==> src/rtl/dmem_interface_pkg.sv <==
// Shared types and defaults for the data-memory interface and its store buffer.
package dmem_interface_pkg;

  localparam int DEPTH_DEF = 4;
  localparam int AW_DEF    = 32;
  localparam int WIDX_W    = AW_DEF - 2;

  typedef enum logic [1:0] {
    IDLE  = 2'd0,
    WRITE = 2'd1,
    READ  = 2'd2
  } state_e;

  function automatic int word_w(input int aw);
    return aw - 2;
  endfunction

endpackage

==> src/rtl/dmem_interface_sb_fifo.sv <==
// Store-buffer storage: circular FIFO of {word, data} with a per-entry CAM match
// against a lookup word. Head stays valid until popped.
module sb_fifo #(
  parameter int DEPTH = 4,
  parameter int WW    = 30,
  parameter int DW    = 32
) (
  input  logic                           clk,
  input  logic                           rst_n,
  input  logic                           i_push,
  input  logic [WW-1:0]                  i_push_word,
  input  logic [DW-1:0]                  i_push_data,
  input  logic                           i_pop,
  input  logic [WW-1:0]                  i_cam_word,
  output logic                           o_full,
  output logic                           o_empty,
  output logic [$clog2(DEPTH):0]         o_count,
  output logic [$clog2(DEPTH)-1:0]       o_head_idx,
  output logic [WW-1:0]                  o_head_word,
  output logic [DW-1:0]                  o_head_data,
  output logic [DEPTH-1:0]               o_match,
  output logic [DEPTH-1:0][DW-1:0]       o_data
);

  localparam int PW = $clog2(DEPTH);
  localparam logic [PW:0] FULL_CNT = (PW+1)'(DEPTH);

  logic [DEPTH-1:0][WW-1:0] r_word;
  logic [DEPTH-1:0][DW-1:0] r_data;
  logic [DEPTH-1:0]         r_vld;
  logic [PW-1:0]            r_wr_ptr;
  logic [PW-1:0]            r_rd_ptr;
  logic [PW:0]              r_count;
  logic                     w_push;
  logic                     w_pop;

  assign o_full   = (r_count == FULL_CNT);
  assign o_empty  = (r_count == '0);
  assign w_push   = i_push & ~o_full;
  assign w_pop    = i_pop & ~o_empty;

  always_ff @(posedge clk or negedge rst_n) begin
    if (!rst_n) begin
      r_word   <= '0;
      r_data   <= '0;
      r_vld    <= '0;
      r_wr_ptr <= '0;
      r_rd_ptr <= '0;
      r_count  <= '0;
    end else begin
      if (w_pop) begin
        r_vld[r_rd_ptr] <= 1'b0;
        r_rd_ptr        <= r_rd_ptr + PW'(1);
      end
      // Push after pop: the two slots can only coincide when empty or full.
      if (w_push) begin
        r_vld[r_wr_ptr]  <= 1'b1;
        r_word[r_wr_ptr] <= i_push_word;
        r_data[r_wr_ptr] <= i_push_data;
        r_wr_ptr         <= r_wr_ptr + PW'(1);
      end
      case ({w_push, w_pop})
        2'b10:   r_count <= r_count + (PW+1)'(1);
        2'b01:   r_count <= r_count - (PW+1)'(1);
        default: r_count <= r_count;
      endcase
    end
  end

  for (genvar g = 0; g < DEPTH; g++) begin : g_cam
    assign o_match[g] = r_vld[g] && (r_word[g] == i_cam_word);
  end

  assign o_count     = r_count;
  assign o_head_idx  = r_rd_ptr;
  assign o_head_word = r_word[r_rd_ptr];
  assign o_head_data = r_data[r_rd_ptr];
  assign o_data      = r_data;

endmodule

==> src/rtl/dmem_interface.sv <==
// Datapath-to-memory interface: posted store buffer with load forwarding,
// blocking load misses, single-outstanding backing-memory transactions.
module dmem_interface
  import dmem_interface_pkg::*;
#(
  parameter int DEPTH = DEPTH_DEF,
  parameter int AW    = AW_DEF
) (
  input  logic                    clk,
  input  logic                    reset,
  input  logic                    mem_read,
  input  logic                    mem_write,
  input  logic [AW-1:0]           addr,
  input  logic [AW-1:0]           wdata,
  output logic [AW-1:0]           readdata,
  output logic                    stall,
  output logic                    mem_req,
  output logic                    mem_we,
  output logic [AW-1:0]           mem_addr,
  output logic [AW-1:0]           mem_wdata,
  input  logic                    mem_ack,
  input  logic [AW-1:0]           mem_rdata,
  output logic [$clog2(DEPTH):0]  sb_count,
  output logic                    sb_empty
);

  localparam int WW = AW - 2;
  localparam int PW = $clog2(DEPTH);

  state_e                  r_state;
  state_e                  w_state_nxt;
  logic [WW-1:0]           r_rd_word;
  logic [AW-1:0]           r_rdata;
  logic                    r_ld_done;

  logic                    w_full;
  logic                    w_empty;
  logic                    w_push;
  logic                    w_pop;
  logic                    w_load;
  logic                    w_hit;
  logic                    w_miss_pend;
  logic                    w_rd_ack;
  logic [DEPTH-1:0]        w_match;
  logic [DEPTH-1:0][AW-1:0] w_ent_data;
  logic [PW-1:0]           w_head_idx;
  logic [WW-1:0]           w_head_word;
  logic [AW-1:0]           w_head_data;
  logic [AW-1:0]           w_hit_data;
  logic                    w_unused_addr;

  assign w_unused_addr = &{1'b0, addr[1:0]};

  // A simultaneous read+write is a store; the read side is dropped.
  assign w_load   = mem_read & ~mem_write;
  assign w_push   = mem_write & ~w_full;
  assign w_pop    = (r_state == WRITE) & mem_ack;
  assign w_rd_ack = (r_state == READ) & mem_ack;

  sb_fifo #(
    .DEPTH (DEPTH),
    .WW    (WW),
    .DW    (AW)
  ) u_sb (
    .clk         (clk),
    .rst_n       (reset),
    .i_push      (w_push),
    .i_push_word (addr[AW-1:2]),
    .i_push_data (wdata),
    .i_pop       (w_pop),
    .i_cam_word  (addr[AW-1:2]),
    .o_full      (w_full),
    .o_empty     (w_empty),
    .o_count     (sb_count),
    .o_head_idx  (w_head_idx),
    .o_head_word (w_head_word),
    .o_head_data (w_head_data),
    .o_match     (w_match),
    .o_data      (w_ent_data)
  );

  // Walk from oldest to youngest so the last match seen is the youngest.
  always_comb begin
    logic [PW-1:0] v_idx;
    v_idx      = '0;
    w_hit      = 1'b0;
    w_hit_data = '0;
    for (int k = 0; k < DEPTH; k++) begin
      v_idx = w_head_idx + PW'(k);
      if (w_match[v_idx]) begin
        w_hit      = 1'b1;
        w_hit_data = w_ent_data[v_idx];
      end
    end
  end

  assign w_miss_pend = w_load & ~w_hit & ~r_ld_done;
  // Fullness is the registered count, so a pop this cycle cannot admit a store.
  assign stall       = (mem_write & w_full) | w_miss_pend;
  assign readdata    = w_hit ? w_hit_data : r_rdata;
  assign sb_empty    = w_empty;

  always_ff @(posedge clk or negedge reset) begin
    if (!reset) begin
      r_state   <= IDLE;
      r_rd_word <= '0;
      r_rdata   <= '0;
      r_ld_done <= 1'b0;
    end else begin
      r_state   <= w_state_nxt;
      r_ld_done <= w_rd_ack;
      if (r_state == IDLE && w_miss_pend) r_rd_word <= addr[AW-1:2];
      if (w_rd_ack) r_rdata <= mem_rdata;
    end
  end

  always_comb begin
    w_state_nxt = r_state;
    mem_req     = 1'b0;
    mem_we      = 1'b0;
    mem_addr    = '0;
    mem_wdata   = '0;
    case (r_state)
      IDLE: begin
        if (w_miss_pend)   w_state_nxt = READ;
        else if (!w_empty) w_state_nxt = WRITE;
      end
      WRITE: begin
        mem_req   = 1'b1;
        mem_we    = 1'b1;
        mem_addr  = {w_head_word, 2'b00};
        mem_wdata = w_head_data;
        if (mem_ack) w_state_nxt = IDLE;
      end
      READ: begin
        mem_req  = 1'b1;
        mem_addr = {r_rd_word, 2'b00};
        if (mem_ack) w_state_nxt = IDLE;
      end
      default: w_state_nxt = IDLE;
    endcase
  end

endmodule

==> config.mk <==
export PLATFORM = sky130hd
export DESIGN_NAME = dmem_interface
export DESIGN_NICKNAME = d
export VERILOG_FILES = /design/src/rtl/dmem_interface_pkg.sv /design/src/rtl/dmem_interface_sb_fifo.sv /design/src/rtl/dmem_interface.sv
export SDC_FILE = /design/constraint.sdc
export NUM_CORES = 1
export LEC_CHECK = 0
export CAP_MARGIN = 20
export CORE_MARGIN = 2
export CORE_UTILIZATION = 64
export CTS_BUF_LIST = sky130_fd_sc_hd__clkbuf_4
export DETAILED_ROUTE_END_ITERATION = 8
export HOLD_SLACK_MARGIN = 0.08
export PLACE_DENSITY = 0.89
export SYNTH_ARGS = -nofsm -noshare
export SYNTH_HDL_FRONTEND = slang
export SYNTH_SLANG_ARGS = --single-unit
==> constraint.sdc <==
create_clock -name clk -period 6.4 [get_ports clk]
set_clock_uncertainty 0.1 [all_clocks]
set_input_delay 1.6 -clock clk [delete_from_list [all_inputs] [get_ports clk]]
set_output_delay 1.6 -clock clk [all_outputs]
set_load 0.03 [all_outputs]
==> results by group, run 1 <==
Detailed routing
  – Drt pass-1 iters: 5
  – Routed wire length: 57,700 um
  – Total number of vias: 14,887
  – DRT antenna net count: 0
  – Initial DRC Count: 1,512
  – WL per Instance: 26.7 um
  – DR vias/cell: 6.90
  – DR DRC count: 0

Power
  – Power Density: 563 nW/um^2
  – Overall Power: 13,700 uW
  – Lkg Pwr: 0.0100 uW
  – VDD IR-drop max: 0.355 mV

Place
  – Placed cells: 1,968
  – IO Port Bufs: 199
  – Placement Cell Area: 22,400 um^2
  – HPWL Detailed: 32,500 um
  – DP Worst Slack: -0.186 ns
  – Routability-driven placement congestion ratio: 0.849

Global route
  – Largest net degree at the start of global routing: 114
  – Global-route wire length before repair: 80,100 um
  – M1 GR Usage: 39.8%
  – Initial antenna violation count: 1
  – GRT overflow: 0
  – Vias in the first global route: 14,774
  – GR Util All Layers: 31.4%
  – Grt met3 use: 6.14%
  – GRT met2 Usage: 52.3%
  – Busiest layer in global routing: met2

Yosys
  – Yosys warns: 0
  – Seq cells post-synth: 324
  – Syn Std Cell Area: 19,800 um^2
  – Most area-hungry cell type in the Yosys netlist: dfrtp_1
  – Post-synth EDFFs: 0
  – Async SR Flop Fraction: 100%
  – Mapped Cells: 1,417
  – Ys flop type: dfrtp_1
  – Synth area leaders: dfrtp_1, mux4_2, mux2_2
  – Top-area cell type share of the netlist area: 40.9%
  – Yosys cell types: 45
  – Most common library cells after synthesis: dfrtp_1, mux2_2, mux4_2, xnor2_1, clkbuf_1
  – Seq/Total Area, Yosys: 40.9%
  – Most frequent cell after synthesis: dfrtp_1
  – Syn Area/Cell: 14.0 um^2

Finish
  – Fillers: 1,511
  – Fin cells: 2,159
  – Final Net Count: 1,823
  – Register Area: 8120 um^2
  – Area of the multi-input gates: 11,300 um^2
  – Final Instance Area: 24,300 um^2
  – Layout cells sized above 1: 48.6%
  – Layout Area Growth over Synthesis: 22.7%

Timing
  – Setup ws final: -0.101 ns
  – Count of pins over their slew limit: 0
  – Minimum clock period: 6.50 ns
  – Worst rel slew slack: 27.2%
  – Worst-margin pin slew: 1.09 ns
  – Hold Fails Final Rpt: 0
  – Fin crit share: 102%
  – Peak Freq: 0.154 GHz
  – Final-report setup violation count: 15

Worst setup path
  – Startpoint types: input port
  – WS Path Type: in2out
  – CP startpoint: addr[19]
  – Setup slack, reg-to-reg: 2.92 ns
  – Worst Path Arrival: 4.80 ns
  – R2R cell count: 11
  – R2r startpoint: u_sb.r_word[10]
  – Max FO, Critical Path: 9
  – Worst Setup End Kind: primary output
  – WP data required: 4.70 ns
  – Worst r2r dst: r_rd_word[21]

Floorplan
  – Core ar.: 30,600 um^2
  – Die Wd: 180 um
  – Chip Height: 180 um
  – Initial Util: 64.8%
  – Rows: 64
  – Io pins: 204
  – Die Area: 32,400 um^2

Hold path
  – Hold Crit Start: r_rd_word[24]
  – Worst Hold End: r_rd_word[24]
  – Hold Crit Depth: 1
  – Min-delay worst type: reg2reg

Job
  – Max-cap violations: 0

Run status
  – Failing checks: negative setup slack
  – Outcome: complete, but fails checks

CTS
  – Clock Tree Buf Depth: 3
  – CTS buffer count: 86
  – Clock sinks: 324
  – Clock transition at path regs: 0.06 ns
  – Root buffer cell: clkbuf_4
  – H-Tree Depth: 3
  – Clock Latency Late Sink: 0.74 ns
  – Cts hold-fix bufs: 0
  – CTS tree: yes
state kept, by name, summed over array words and instances (netlist names):
signal,count
r_rdata,32
u_sb.o_count,3
u_sb.r_vld,4
u_sb.r_word,120
r_rd_word,30
u_sb.o_data,128
r_ld_done,1
u_sb.o_head_idx,2
r_state,2
u_sb.r_wr_ptr,2
how the worst max path moves through the flow:
stage / to / slack (ns)
after CTS: readdata[31] / 0.005
after detailed placement: readdata[17] / -0.19
after floorplan: readdata[0] / 0.72
after global routing: readdata[0] / -0.12
after global placement: stall / -0.14
final: readdata[10] / -0.10
worst max-delay path: stages:
cell,delay (ns)
clkdlybuf4s15_1,0.39
xnor2_2,0.27
nand4_1,0.20
nor4_4,0.40
nand4_1,0.22
mux4_2,0.60
nor2_8,0.14
buf_12,0.13
buf_12,0.13
buf_12,0.13
a221oi_2,0.08
o31ai_2,0.28
buf_4,0.23
cell families after synthesis:
family / Yosys count / synth area share [%]
buffers and inverters: 144 / 3.93
AO/OA/AOI/OAI: 134 / 6.52
multiplexers: 474 / 36.2
flip-flops: 324 / 40.9
other: 1 / 0.0189
AND/OR/NAND/NOR: 202 / 5.97
adder cells (fa/ha/maj): 13 / 0.858
XOR/XNOR: 125 / 5.63
through the flow:
step,TNS (ns),hold slack (ns),utilization (%)
5_1_grt,-1.56,0.403,79.5
2_1_floorplan,0,0.345,-
6_report,-0.640,0.395,79.5
3_3_place_gp,-1.61,0.368,73.1
3_5_place_dp,-3.50,0.368,73.1
4_1_cts,0,0.397,76.9
per-layer routing:
metal  routed length, um  vias to the layer above  part of all wire, %
met2               28900                     1086                   50
met3                5120                      225                  8.9
met4                2830                        0                  4.9
li1                    -                     6006                    -
met1               20900                     7570                   36
met5                   0                        -                    0
timing repair:
| item | 4_1_cts | 5_1_grt |
|---|---|---|
| buffers inserted | 7 | 33 |
| cloned | 0 | 7 |
| pin swaps | 10 | 26 |
| setup endpoints to repair | 33 | 32 |
| resized for setup | 21 | 87 |
power by group:
group	leakage (uW)	switching, uW	internal (uW)
clock network	0.000599	906	871
logic	0.00556	3450	4120
registers	0.00385	1260	3100
total	0.0100	5610	8090
cell type report:
type	count	share of cell area, %
Clock inverter	20	0.442
Timing Repair Buffer	336	13.7
Multi-Input combinational cell	950	46.5
Inverter	11	0.170
Clock buffer	121	3.73
Antenna cell	1	0.0103
Tap cell	396	2.04
Sequential cell	324	33.4
placed cells by master, fill, tap and decap left out, types with 3 or more instances in the layout:
master / n
a21oi_1: 33
a221oi_2: 29
a22oi_1: 30
and2_1: 32
buf_12: 19
buf_2: 5
buf_4: 121
buf_6: 20
clkbuf_4: 122
clkdlybuf4s50_1: 137
clkinv_1: 13
clkinv_4: 3
dfrtp_1: 322
dlygate4sd2_1: 3
dlymetal6s2s_1: 23
ha_1: 10
inv_1: 11
mux2_1: 29
mux2_2: 281
mux4_2: 162
nand2_1: 17
nand2_2: 4
nand4_1: 24
nor2_1: 36
nor2b_1: 64
nor4_1: 3
nor4_2: 10
nor4_4: 4
o21ai_0: 3
o31ai_2: 29
xnor2_1: 53
xnor2_2: 21
xnor2_4: 5
xor2_1: 46
Power figures use the tool's default switching activity.
==> inputs of run 2 (changes only) <==
Settings changed: CAP_MARGIN 20 to default.
==> run 2 against run 1 <==
Against the previous run:
- first-iteration DRC count up 14%
- design area decreased by 0.17%
- sequential power about the same
- die area stayed put
- largest cell class unchanged
- non-clock buffer count shrank 2
- fmax hardly changed
- the flow still finishes with violations (negative setup slack)
- final cell count unchanged
- sequential share of layout area up 0.058 points
- count of clock-buffer cells in the layout stayed put
- critical endpoint is now readdata[2]
- global-route usage stayed put
- routed wire length is 0.12% lower
- critical path depth rose by 1
==> results by group, run 2 (same netlist as run 1, synthesis figures left out) <==
Run status
  – Outcome: complete, but fails checks
  – Failing checks: negative setup slack

Place
  – IO Port Bufs: 199 (unchanged)
  – Routability-driven placement congestion ratio: 0.849 (unchanged)
  – Placed cells: 1,968 (unchanged)
  – HPWL Detailed: 32,500 um (unchanged)
  – Placement Cell Area: 22,400 um^2 (unchanged)

Hold path
  – Hold Crit Start: r_rd_word[24]
  – Hold Crit Depth: 1 (unchanged)
  – Worst Hold End: r_rd_word[24]
  – Min-delay worst type: reg2reg

Global route
  – Busiest layer in global routing: met2
  – Initial antenna violation count: 1 (unchanged)
  – Vias in the first global route: 14,774 (unchanged)
  – Global-route wire length before repair: 80,100 um (unchanged)
  – GRT overflow: 0 (unchanged)
  – Largest net degree at the start of global routing: 114 (unchanged)
  – GR Util All Layers: 31.4% (unchanged)
  – GRT met2 Usage: 52.3% (unchanged)
  – Grt met3 use: 6.14% (unchanged)
  – M1 GR Usage: 39.8% (unchanged)

Floorplan
  – Die Area: 32,400 um^2 (unchanged)
  – Rows: 64 (unchanged)
  – Initial Util: 64.8% (unchanged)
  – Core ar.: 30,600 um^2 (unchanged)
  – Chip Height: 180 um (unchanged)
  – Die Wd: 180 um (unchanged)
  – Io pins: 204 (unchanged)

Timing
  – Fin crit share: 102% (about the same)
  – Minimum clock period: 6.51 ns (+0.00616 ns)
  – Count of pins over their slew limit: 0 (unchanged)
  – Final-report setup violation count: 21 (+6)
  – Hold Fails Final Rpt: 0 (unchanged)
  – Worst-margin pin slew: 1.20 ns (+0.106 ns)
  – Setup ws final: -0.108 ns (-0.00616 ns)
  – Minimum hold slack: 0.396 ns (+0.00116 ns)
  – Worst rel slew slack: 19.8% (-7.4 points)
  – Peak Freq: 0.154 GHz (about the same)

Worst setup path
  – Setup slack, reg-to-reg: 2.92 ns (about the same)
  – R2R cell count: 11 (unchanged)
  – WS Path Type: in2out
  – WP data required: 4.70 ns (about the same)
  – Cell mode on critical path: buf_4
  – Critical Path Slowest Stage Cell: mux4_2
  – R2r startpoint: u_sb.r_word[35]
  – Worst Path Arrival: 4.81 ns (about the same)
  – Worst r2r dst: r_rd_word[21]
  – Startpoint types: input port
  – Crit path max-delay family: buffers and inverters
  – Max FO, Critical Path: 5 (-4)
  – CP cell instances: dlygate4sd2_1, buf_4, xnor2_1, nand4_1, nor4_4, nand4_1, mux4_2, nor2_8, buf_4, clkbuf_4, buf_4, a221oi_2, o31ai_2, buf_4
  – Worst Setup End Kind: primary output
  – Max stage delay on crit path: 0.56 ns (-0.04 ns)
  – CP bufs+invs: 6 (+1)

CTS
  – CTS buffer count: 86 (unchanged)
  – Clock sinks: 324 (unchanged)
  – CTS tree: yes
  – Clock transition at path regs: 0.06 ns (about the same)
  – Clock Latency Late Sink: 0.76 ns (+0.02 ns)
  – H-Tree Depth: 3 (unchanged)
  – Clock Tree Buf Depth: 3 (unchanged)
  – Root buffer cell: clkbuf_4

Power
  – VDD IR-drop max: 0.357 mV (+0.73%)
  – Lkg Pwr: 0.00998 uW (-0.24%)
  – Overall Power: 13,700 uW (-0.25%)
  – Power Density: 563 nW/um^2 (about the same)

Detailed routing
  – WL per Instance: 26.7 um (-0.12%)
  – Routed wire length: 57,700 um (-0.12%)
  – Initial DRC Count: 1,719 (+14%)
  – DR DRC count: 0 (unchanged)
  – Drt pass-1 iters: 5 (unchanged)
  – DRT antenna net count: 0 (unchanged)
  – DR vias/cell: 6.86 (-0.45%)
  – Total number of vias: 14,820 (-0.45%)

Finish
  – Fin cells: 2,159 (unchanged)
  – Final Instance Area: 24,300 um^2 (-0.17%)
  – Layout cells sized above 1: 48.6% (-0.058 points)
  – Final Net Count: 1,821 (-0.11%)
  – Layout Area Growth over Synthesis: 22.5%
  – Fillers: 1,524 (+0.86%)
  – Max reg flops: 128 (unchanged)
  – Most frequent cells in the layout: dfrtp_1, mux2_2, mux4_2, clkdlybuf4s50_1, clkbuf_4
  – Most common cell after layout, fill and taps aside: dfrtp_1

Job
  – Max-cap violations: 0 (unchanged)
## run 2: how the worst max path moves through the flow
stage,slack (ns),endpoint,start,depth (start not counted)
6_report,-0.11,readdata[2],addr[12],14
5_1_grt,-0.13,readdata[7],addr[12],14
4_1_cts,0.005,readdata[31],addr[2],13
3_5_place_dp,-0.19,readdata[17],addr[7],11
3_3_place_gp,-0.14,stall,addr[26],8
2_1_floorplan,0.72,readdata[0],addr[31],9
## run 2: cell type report
| cell class | instances | area, um^2 | area share (%) |
|---|---|---|---|
| timing repair buffer | 334 | 3300 | 13.6 |
| antenna | 3 | 7.51 | 0.0309 |
| multi-input combinational | 950 | 11300 | 46.6 |
| clock buffer | 121 | 908 | 3.74 |
| sequential | 324 | 8120 | 33.4 |
| inverter | 11 | 41.3 | 0.170 |
| clock inverter | 20 | 108 | 0.443 |
| tap | 396 | 495 | 2.04 |
## run 2: power breakdown
part	switching, uW	total, uW	internal, uW
logic	3450	7550	4110
clock network	905	1780	871
registers	1240	4340	3100
## run 2: what timing repair did
action,in CTS,in global routing
pin swaps,10,26
cloned,0,7
setup buffers,7,33
hold buffers,0,0
endpoints found under the setup margin,33,32
resized for setup,21,87
## run 2: stage by stage
step | worst slack, ns | TNS [ns] | utilization [%]
3_5_place_dp | -0.186 | -3.50 | 73.1
6_report | -0.108 | -1.03 | 79.4
4_1_cts | 0.00513 | 0 | 76.9
2_1_floorplan | 0.721 | 0 | -
3_3_place_gp | -0.138 | -1.61 | 73.1
5_1_grt | -0.133 | -1.97 | 79.4
## run 2: layer usage
metal | wire length [um] | up-vias | share of wire [%]
met5 | 0 | - | 0
met4 | 3000 | 0 | 5.2
met3 | 5230 | 259 | 9.1
met2 | 28700 | 1004 | 50
met1 | 20700 | 7566 | 36
li1 | - | 5991 | -
